===== src/rtl/xbar_output_arbiter_if.sv =====
// Bus bundle between the crossbar output arbiter and its FIFO read sides / downstream sink.
// master: the arbiter; slave: the FIFOs and the downstream consumer.
interface xbar_output_arbiter_if #(
   parameter int unsigned NUM_IN = 4,
   parameter int unsigned DATA_W = 32
);
   localparam int unsigned IDX_W = $clog2(NUM_IN);

   logic [NUM_IN-1:0]        fifo_empty;
   logic [NUM_IN*DATA_W-1:0] fifo_data;
   logic [NUM_IN-1:0]        fifo_pop;
   logic                     out_valid;
   logic [DATA_W-1:0]        out_data;
   logic [IDX_W-1:0]         out_src;
   logic                     out_ready;
   logic                     locked;
   logic [IDX_W-1:0]         lock_id;

   modport master (
      input  fifo_empty, fifo_data, out_ready,
      output fifo_pop, out_valid, out_data, out_src, locked, lock_id
   );

   modport slave (
      output fifo_empty, fifo_data, out_ready,
      input  fifo_pop, out_valid, out_data, out_src, locked, lock_id
   );
endinterface


===== src/rtl/xbar_output_arbiter.sv =====
// Burst-locked round-robin arbiter sharing one crossbar output between NUM_IN FIFO read sides.
// Pops the granted FIFO into a registered valid/ready output stage.
module xbar_output_arbiter #(
   parameter int unsigned NUM_IN    = 4,
   parameter int unsigned DATA_W    = 32,
   parameter int unsigned BURST_MAX = 4
) (
   input  logic                   clk_rx,
   input  logic                   nrst_rx,
   xbar_output_arbiter_if.master  arb
);
   localparam int unsigned IDX_W = $clog2(NUM_IN);
   localparam int unsigned CNT_W = $clog2(BURST_MAX) + 1;

   typedef enum logic {IDLE, GRANT} state_t;

   state_t            state;
   logic [IDX_W-1:0]  rr_ptr;
   logic [IDX_W-1:0]  cur;
   logic [CNT_W-1:0]  beat_cnt;

   logic [IDX_W-1:0]  sel_c;
   logic              sel_vld_c;
   int unsigned       scan_idx_c;
   logic [DATA_W-1:0] cur_data_c;
   logic [IDX_W-1:0]  cur_inc_c;
   logic              load_c;
   logic              pop_c;
   logic              release_c;

   // First non-empty FIFO scanning from rr_ptr with explicit modulo wrap
   always_comb begin
      sel_vld_c  = 1'b0;
      sel_c      = '0;
      scan_idx_c = 0;
      for (int unsigned k = 0; k < NUM_IN; k++) begin
         scan_idx_c = int'(rr_ptr) + k;
         if (scan_idx_c >= NUM_IN) scan_idx_c = scan_idx_c - NUM_IN;
         if (!sel_vld_c && !arb.fifo_empty[IDX_W'(scan_idx_c)]) begin
            sel_vld_c = 1'b1;
            sel_c     = IDX_W'(scan_idx_c);
         end
      end
   end

   always_comb begin
      cur_data_c = '0;
      for (int unsigned k = 0; k < NUM_IN; k++) begin
         if (IDX_W'(k) == cur) cur_data_c = arb.fifo_data[k*DATA_W +: DATA_W];
      end
   end

   assign cur_inc_c = (cur == IDX_W'(NUM_IN - 1)) ? '0 : cur + IDX_W'(1);
   assign load_c    = ~arb.out_valid | arb.out_ready;
   assign pop_c     = nrst_rx & (state == GRANT) & load_c & ~arb.fifo_empty[cur];
   // Release on the last beat of a burst, or when the granted FIFO runs dry with the stage free
   assign release_c = (state == GRANT) & load_c &
                      (arb.fifo_empty[cur] | (beat_cnt == CNT_W'(BURST_MAX - 1)));

   always_comb begin
      arb.fifo_pop = '0;
      if (pop_c) arb.fifo_pop[cur] = 1'b1;
   end

   always_ff @(posedge clk_rx or negedge nrst_rx) begin
      if (!nrst_rx) begin
         state         <= IDLE;
         rr_ptr        <= '0;
         cur           <= '0;
         beat_cnt      <= '0;
         arb.out_valid <= 1'b0;
         arb.out_data  <= '0;
         arb.out_src   <= '0;
         arb.locked    <= 1'b0;
         arb.lock_id   <= '0;
      end else begin
         // Output stage holds while a beat is stalled downstream
         if (load_c) begin
            arb.out_valid <= pop_c;
            if (pop_c) begin
               arb.out_data <= cur_data_c;
               arb.out_src  <= cur;
            end
         end

         case (state)
            IDLE: begin
               if (sel_vld_c) begin
                  state       <= GRANT;
                  cur         <= sel_c;
                  beat_cnt    <= '0;
                  arb.locked  <= 1'b1;
                  arb.lock_id <= sel_c;
               end
            end
            GRANT: begin
               if (release_c) begin
                  state      <= IDLE;
                  rr_ptr     <= cur_inc_c;
                  arb.locked <= 1'b0;
               end else if (pop_c) begin
                  beat_cnt <= beat_cnt + CNT_W'(1);
               end
            end
            default: state <= IDLE;
         endcase
      end
   end
endmodule


===== src/flat_wrapper.sv =====
// flat-port wrapper written by rule: the top's interface ports become plain ports
module xbar_output_arbiter_flat 
#(
   parameter int unsigned NUM_IN    = 4,
   parameter int unsigned DATA_W    = 32,
   parameter int unsigned BURST_MAX = 4
)
  (clk_rx, nrst_rx, arb_fifo_empty, arb_fifo_data, arb_out_ready, arb_fifo_pop, arb_out_valid, arb_out_data, arb_out_src, arb_locked, arb_lock_id);
  xbar_output_arbiter_if #(.NUM_IN(NUM_IN), .DATA_W(DATA_W)) arb_i ();
  input  logic clk_rx;
  input  logic nrst_rx;
  input wire logic [$bits(arb_i.fifo_empty)-1:0] arb_fifo_empty;
  input wire logic [$bits(arb_i.fifo_data)-1:0] arb_fifo_data;
  input wire logic [$bits(arb_i.out_ready)-1:0] arb_out_ready;
  output wire logic [$bits(arb_i.fifo_pop)-1:0] arb_fifo_pop;
  output wire logic [$bits(arb_i.out_valid)-1:0] arb_out_valid;
  output wire logic [$bits(arb_i.out_data)-1:0] arb_out_data;
  output wire logic [$bits(arb_i.out_src)-1:0] arb_out_src;
  output wire logic [$bits(arb_i.locked)-1:0] arb_locked;
  output wire logic [$bits(arb_i.lock_id)-1:0] arb_lock_id;
  assign arb_i.fifo_empty = arb_fifo_empty;
  assign arb_i.fifo_data = arb_fifo_data;
  assign arb_i.out_ready = arb_out_ready;
  assign arb_fifo_pop = arb_i.fifo_pop;
  assign arb_out_valid = arb_i.out_valid;
  assign arb_out_data = arb_i.out_data;
  assign arb_out_src = arb_i.out_src;
  assign arb_locked = arb_i.locked;
  assign arb_lock_id = arb_i.lock_id;
  xbar_output_arbiter #(.NUM_IN(NUM_IN), .DATA_W(DATA_W), .BURST_MAX(BURST_MAX)) u_core (.clk_rx(clk_rx), .nrst_rx(nrst_rx), .arb(arb_i));
endmodule

===== config.mk =====
export PLATFORM = sky130hd
export DESIGN_NAME = xbar_output_arbiter_flat
export DESIGN_NICKNAME = d
export VERILOG_FILES = /design/src/rtl/xbar_output_arbiter_if.sv /design/src/rtl/xbar_output_arbiter.sv /design/src/flat_wrapper.sv
export SDC_FILE = /design/constraint.sdc
export NUM_CORES = 1
export LEC_CHECK = 0
export CORE_MARGIN = 2
export CORE_UTILIZATION = 63
export CTS_CLUSTER_SIZE = 16
export DETAILED_ROUTE_END_ITERATION = 10
export DONT_BUFFER_PORTS = 1
export PLACE_DENSITY = 0.85
export SLEW_MARGIN = 40
export SYNTH_ARGS = -nofsm -noshare
export SYNTH_HDL_FRONTEND = slang
export SYNTH_SLANG_ARGS = --single-unit

===== constraint.sdc =====
create_clock -name clk_rx -period 3.07 [get_ports clk_rx]
set_input_delay 0.307 -clock clk_rx [delete_from_list [all_inputs] [get_ports clk_rx]]
set_output_delay 0.307 -clock clk_rx [all_outputs]
set_load 0.03 [all_outputs]

Word level (Yosys, flattened, before mapping)

Index checks and enable logic that the tools add are counted.

Output and inout port bits: 42
Memories kept: 0
Word-level logic and storage cells: 101
Memory bits (read-only): 0
Latch bits: 0
Bits in writable memories: 0
Bits of input ports: 135
Bits in registers: 44

Add/subtract/negate cells: 9
Shift-type cells: 0
Muxes and demuxes: 40
Multiply operators: 0
Reduce and logical (&&, ||, !) cells: 15
$lt $le $gt $ge: 10
Div/mod/pow operators: 0
Bitwise logic cells: 10
Eq/ne operators: 9

Operator list:

| operator                                                                            | count |
|---|---|
| 32-bit 2-to-1 mux                                                                   | 4 |
| 2-bit 2-to-1 mux                                                                    | 9 |
| 2-bit by 3-bit < comparator with 1-bit output, second input constant                | 5 |
| 1-bit 2-to-1 mux                                                                    | 14 |
| 1-bit binary-select mux with 2-bit select                                           | 5 |
| 3-bit greater-or-equal comparator, second input constant                            | 3 |
| 3-bit 2-to-1 mux                                                                    | 3 |
| 2-bit AND reduction                                                                 | 4 |
| 2-bit by 1-bit subtractor with 2-bit output, second input constant                  | 4 |
| 2-bit by 2-bit adder with 3-bit output, second input constant                       | 2 |
| 2-bit != test, second input constant                                                | 3 |
| 3-bit case mux with 2 select lines                                                  | 1 |
| 1-bit AND                                                                           | 5 |
| 1-bit zero test                                                                     | 5 |
| 2-bit == test, first input constant                                                 | 2 |
| 1-bit logical AND                                                                   | 4 |
| 4-bit 2-to-1 mux                                                                    | 1 |
| 1-bit case mux with 2 select lines                                                  | 2 |
| 2-bit by 1-bit adder with 3-bit output, second input constant                       | 1 |
| 3-bit by 1-bit adder with 3-bit output, second input constant                       | 1 |
| 3-bit by 2-bit == test with 1-bit output, second input constant                     | 1 |
| 2-bit by 3-bit greater-or-equal comparator with 1-bit output, second input constant | 1 |
| 1-bit inverter                                                                      | 3 |
| 3-bit AND reduction                                                                 | 1 |
| other kinds (8)                                                                     | 9 |

Longest topological paths before layout

Word-level depth: 16
Mapped depth: 9

Worst setup path before layout

No wires, ideal clock.

Path kind: reg-to-output
Start: register u_core.arb.lock_id[0] (netlist name)
End: output port arb_fifo_pop[0]
Arrival time: 1.992 ns
Slack: 0.771 ns
Cell stages (with the launch flop): 5
Required time: 2.763 ns
Cell sequence: dfrtp_1 -> mux4_2 -> nor4_4 -> buf_4 -> and2_1

RTL lines:

| item          | line               | RTL |
|---|---|---|
| end, declared | flat_wrapper.sv:15 | `output wire logic [$bits(arb_i.fifo_pop)-1:0] arb_fifo_pop;` |

==> flow_metrics.py <==
metrics = {
    "run_status": {
        "status": "complete, no violations",
    },
    "cts": {
        "htree_num_levels": 2,
        "cts-resized-gates": 0,
        "cts.clk_slew.worst_paths_ns": 0.08,
        "cts_tree": "yes",
        "clock_tree.buffer_depth": 2,
        "cts.root.buffer_cell": "sky130_fd_sc_hd__clkbuf_8",
        "cts_buffers": 5,
        "number_of_sinks_driven_by_the_clock_tree": 44,
        "worstSkewPairLatency_ns": 0.29,
    },
    "pwr": {
        "vdd_ir_drop_max_v": 0.000814,
        "power-per-cell-area_nw_per_um2": 1230,
        "p_sw_mw": 1.99,
        "p_leak_nw": 1.34,
        "internal_power_mw": 1.73,
        "pwr-share-clk_pct": 8.9,
        "sw_frac_of_total_pct": 53.5,
        "seq_power_share_pct": 44.0,
        "comb_power_share_pct": 47.1,
    },
    "grt": {
        "grt-ovfl-total": 0,
        "pin_count_of_the_biggest_net_entering_global_routing": 72,
        "grt_antenna_before_repair": 0,
        "grt_pass1_vias": 2384,
        "grt_first_pass_wirelength_um": 11000,
        "grt.total_usage_pct": 27.0,
    },
    "timing": {
        "final_number_of_setup_violating_endpoints": 0,
        "final_period_minus_worst_setup_slack_ns": 2.80,
        "grt_setup_unrepaired": "false",
        "clock.fmax_mhz": 357,
        "endpoints_failing_hold": 0,
        "skew_ns": 0.00775,
        "slew_at_the_pin_with_the_worst_max_slew_slack_ns": 0.658,
        "worst_slew_margin_rel_pct": 56.2,
        "totalNegativeSetupSlack_ns": 0,
        "final_critical_path_setup_slack_ns": 0.269,
        "timing_max_transition_violations_final": 0,
        "post-route-period-util_pct": 91.2,
    },
    "worst_setup_path": {
        "crit_type": "register to output pin",
        "critPathCaptureType": "output pin",
        "crit-reg2reg-launch": "u_core.arb.lock_id[0]",
        "crit_required_ns": 2.76,
        "worstRegToRegCells": 4,
        "cell_family_with_most_cp_delay": "flip-flops",
        "timing.critical_path.depth": 4,
        "worstSetupStartpoint": "u_core.arb.lock_id[0]",
        "cp.buffers_inverters": 1,
        "crit_path_max_fo": 71,
        "critPathMaxStageDelay_ns": 0.71,
        "critical-path-slowest-cell": "sky130_fd_sc_hd__dfrtp_1",
        "path_cells": "mux4_2 -> nor4_4 -> buf_12 -> and2_1",
        "crit_path_start_kind": "register",
        "critical_path_arrival_ns": 2.49,
    },
    "yosys": {
        "synthCells": 395,
        "yosys-top-cells-area": "sky130_fd_sc_hd__dfrtp_1, sky130_fd_sc_hd__a21oi_1, sky130_fd_sc_hd__a22oi_1",
        "ys_types": 26,
        "portion_of_the_post_synthesis_area_used_by_sequential_elements_pct": 37.8,
        "post_synth_instance_area_sq_um": 2910,
        "dominantRegCellSynth": "sky130_fd_sc_hd__dfrtp_1",
        "synth_top_area_share_pct": 37.8,
        "synthesis.yosys.warnings": 0,
        "syn-mean-instance-area_sq_um": 7.38,
        "number_of_flops_mapped_to_enable_cells_by_yosys": 0,
        "postSynth.asyncResetShare_pct": 100,
        "ys_ff_latch": 44,
        "synth_fp_nets": 536,
        "synth_top_area_cell": "sky130_fd_sc_hd__dfrtp_1",
    },
    "drt": {
        "avgViaCountPerCell": 6.40,
        "postRouteAntennaNets": 0,
        "vias": 2739,
        "totalWireLength_um": 7210,
        "detailedRoute.firstIterationViolations": 185,
        "post-route-drc-count": 0,
        "dr.pass1.iters": 5,
        "wl_per_cell_um": 16.8,
    },
    "placed_design": {
        "port-buffer-count": 0,
        "post-place-ws_ns": 0.594,
        "gp_routability_congestion": 0.837,
        "placed_wire_length_estimate_after_detailed_placement_um": 5280,
    },
    "floorplanning": {
        "floorplan.initialDensity_pct": 66.0,
        "floorplan.die_area_sq_um": 5190,
        "coreArea_sq_um": 4410,
        "fp-row-count": 24,
        "boundaryPins": 177,
        "die_width_um": 72.0,
        "fp.dieH_um": 72.0,
    },
    "final_layout": {
        "area.growth.synth_to_final_pct": 3.99,
        "layout.cells.most_common": "sky130_fd_sc_hd__a21oi_1",
        "mostFrequentLayoutCells": "sky130_fd_sc_hd__a21oi_1, sky130_fd_sc_hd__dfrtp_1, sky130_fd_sc_hd__inv_1, sky130_fd_sc_hd__nand2_1, sky130_fd_sc_hd__nor2_1",
        "fillCellCount": 380,
        "final_net_count": 517,
        "drive_above_1_share_pct": 6.65,
        "diodes": 0,
    },
    "hold_path": {
        "min_path_cells": 3,
        "min_from": "arb_fifo_empty[0]",
        "holdCritPathClass": "input port to register",
    },
    "flow_run": {
        "drv.max_cap_violation_count": 0,
    },
}
-- area by class of cell --
type	instances	area [sq um]	area share, %
tap	52	65.1	2.15
timing repair buffer	8	100	3.30
multi-input combinational	277	1540	50.7
clock buffer	6	72.6	2.39
inverter	40	150	4.95
clock inverter	1	5.00	0.165
sequential	44	1100	36.3
-- metal layers --
| metal | global-route usage [%] | wire length (um) | share of wire, % | vias to the layer above |
|---|---|---|---|---|
| li1 | - | - | - | 1313 |
| met1 | 33.8 | 2810 | 39 | 1259 |
| met2 | 44.9 | 3570 | 50 | 154 |
| met3 | 7.92 | 679 | 9.4 | 13 |
| met4 | 9.64 | 144 | 2.0 | 0 |
| met5 | 0 | 0 | 0 | - |
-- registers in the layout, indices dropped and copies added, names as in the netlist --
signal,flops
u_core.arb.out_src,2
u_core.arb.out_valid,1
u_core.arb.lock_id,2
u_core.state,1
u_core.beat_cnt,3
u_core.rr_ptr,2
u_core.arb.out_data,32
u_core.arb.locked,1
-- metrics by stage --
step           instance area (sq um)  hold WS [ns]  total power, mW  std cells  util (%)
2_1_floorplan                   2910        0.0114             2.99        395         -
6_report                        3030         0.244             3.72        428      68.7
4_1_cts                         3020         0.234             3.74        428      68.5
3_3_place_gp                    2910        0.0123             3.29        419      66.0
3_5_place_dp                    2920        0.0120             3.38        419      66.1
5_1_grt                         3030         0.257             4.04        428      68.7
-- synthesized netlist by cell type (2+ instances only) --
cell type and instances:
sky130_fd_sc_hd__a21oi_1 98, sky130_fd_sc_hd__dfrtp_1 44, sky130_fd_sc_hd__inv_1 40, sky130_fd_sc_hd__nand2_1 40, sky130_fd_sc_hd__nor2_1 39, sky130_fd_sc_hd__o21ai_0 37
sky130_fd_sc_hd__a22oi_1 33, sky130_fd_sc_hd__clkbuf_1 24, sky130_fd_sc_hd__ha_1 6, sky130_fd_sc_hd__buf_2 5, sky130_fd_sc_hd__mux2i_1 5, sky130_fd_sc_hd__and2_1 4
sky130_fd_sc_hd__mux2_2 4, sky130_fd_sc_hd__buf_1 2, sky130_fd_sc_hd__buf_4 2, sky130_fd_sc_hd__nor2b_1 2
-- worst min-delay path, stage by stage --
cell	delay [ns]
sky130_fd_sc_hd__nand4_1	0.07
sky130_fd_sc_hd__nor2_1	0.05
sky130_fd_sc_hd__nor2_1	0.07
-- power by group through the flow --
stage | combinational, mW | clock (mW) | sequential [mW]
2_1_floorplan | 1.45 | 0 | 1.54
3_3_place_gp | 1.65 | 0 | 1.64
3_5_place_dp | 1.74 | 0 | 1.65
4_1_cts | 1.76 | 0.344 | 1.64
5_1_grt | 2.00 | 0.366 | 1.67
6_report | 1.75 | 0.331 | 1.64
-- path summary, 6_finish.rpt --
check | endpoint | slack, ns
worst min-delay path | u_core.state | 0.24
worst max register to register | u_core.arb.out_src[1] | 0.74
max in group asynchronous | u_core.arb.out_data[17] | 2.38
min in group asynchronous | u_core.beat_cnt[0] | 0.47
worst max-delay path | arb_fifo_pop[3] | 0.27
worst min register to register | u_core.beat_cnt[0] | 0.50
-- cells by family after synthesis --
group / count (synthesis) / share of synthesized area, %
AO/OA/AOI/OAI: 170 / 32.3
buffers and inverters: 74 / 10.0
adder cells (fa/ha/maj): 6 / 2.58
flip-flops: 44 / 37.8
AND/OR/NAND/NOR: 91 / 13.3
multiplexers: 10 / 4.04
-- repair_timing --
action	CTS	global route
hold endpoints to repair	44	0
hold buffers	2	0
setup buffers	0	0
setup endpoints to repair	0	0
Note: power is estimated with default switching activity, not from simulation.
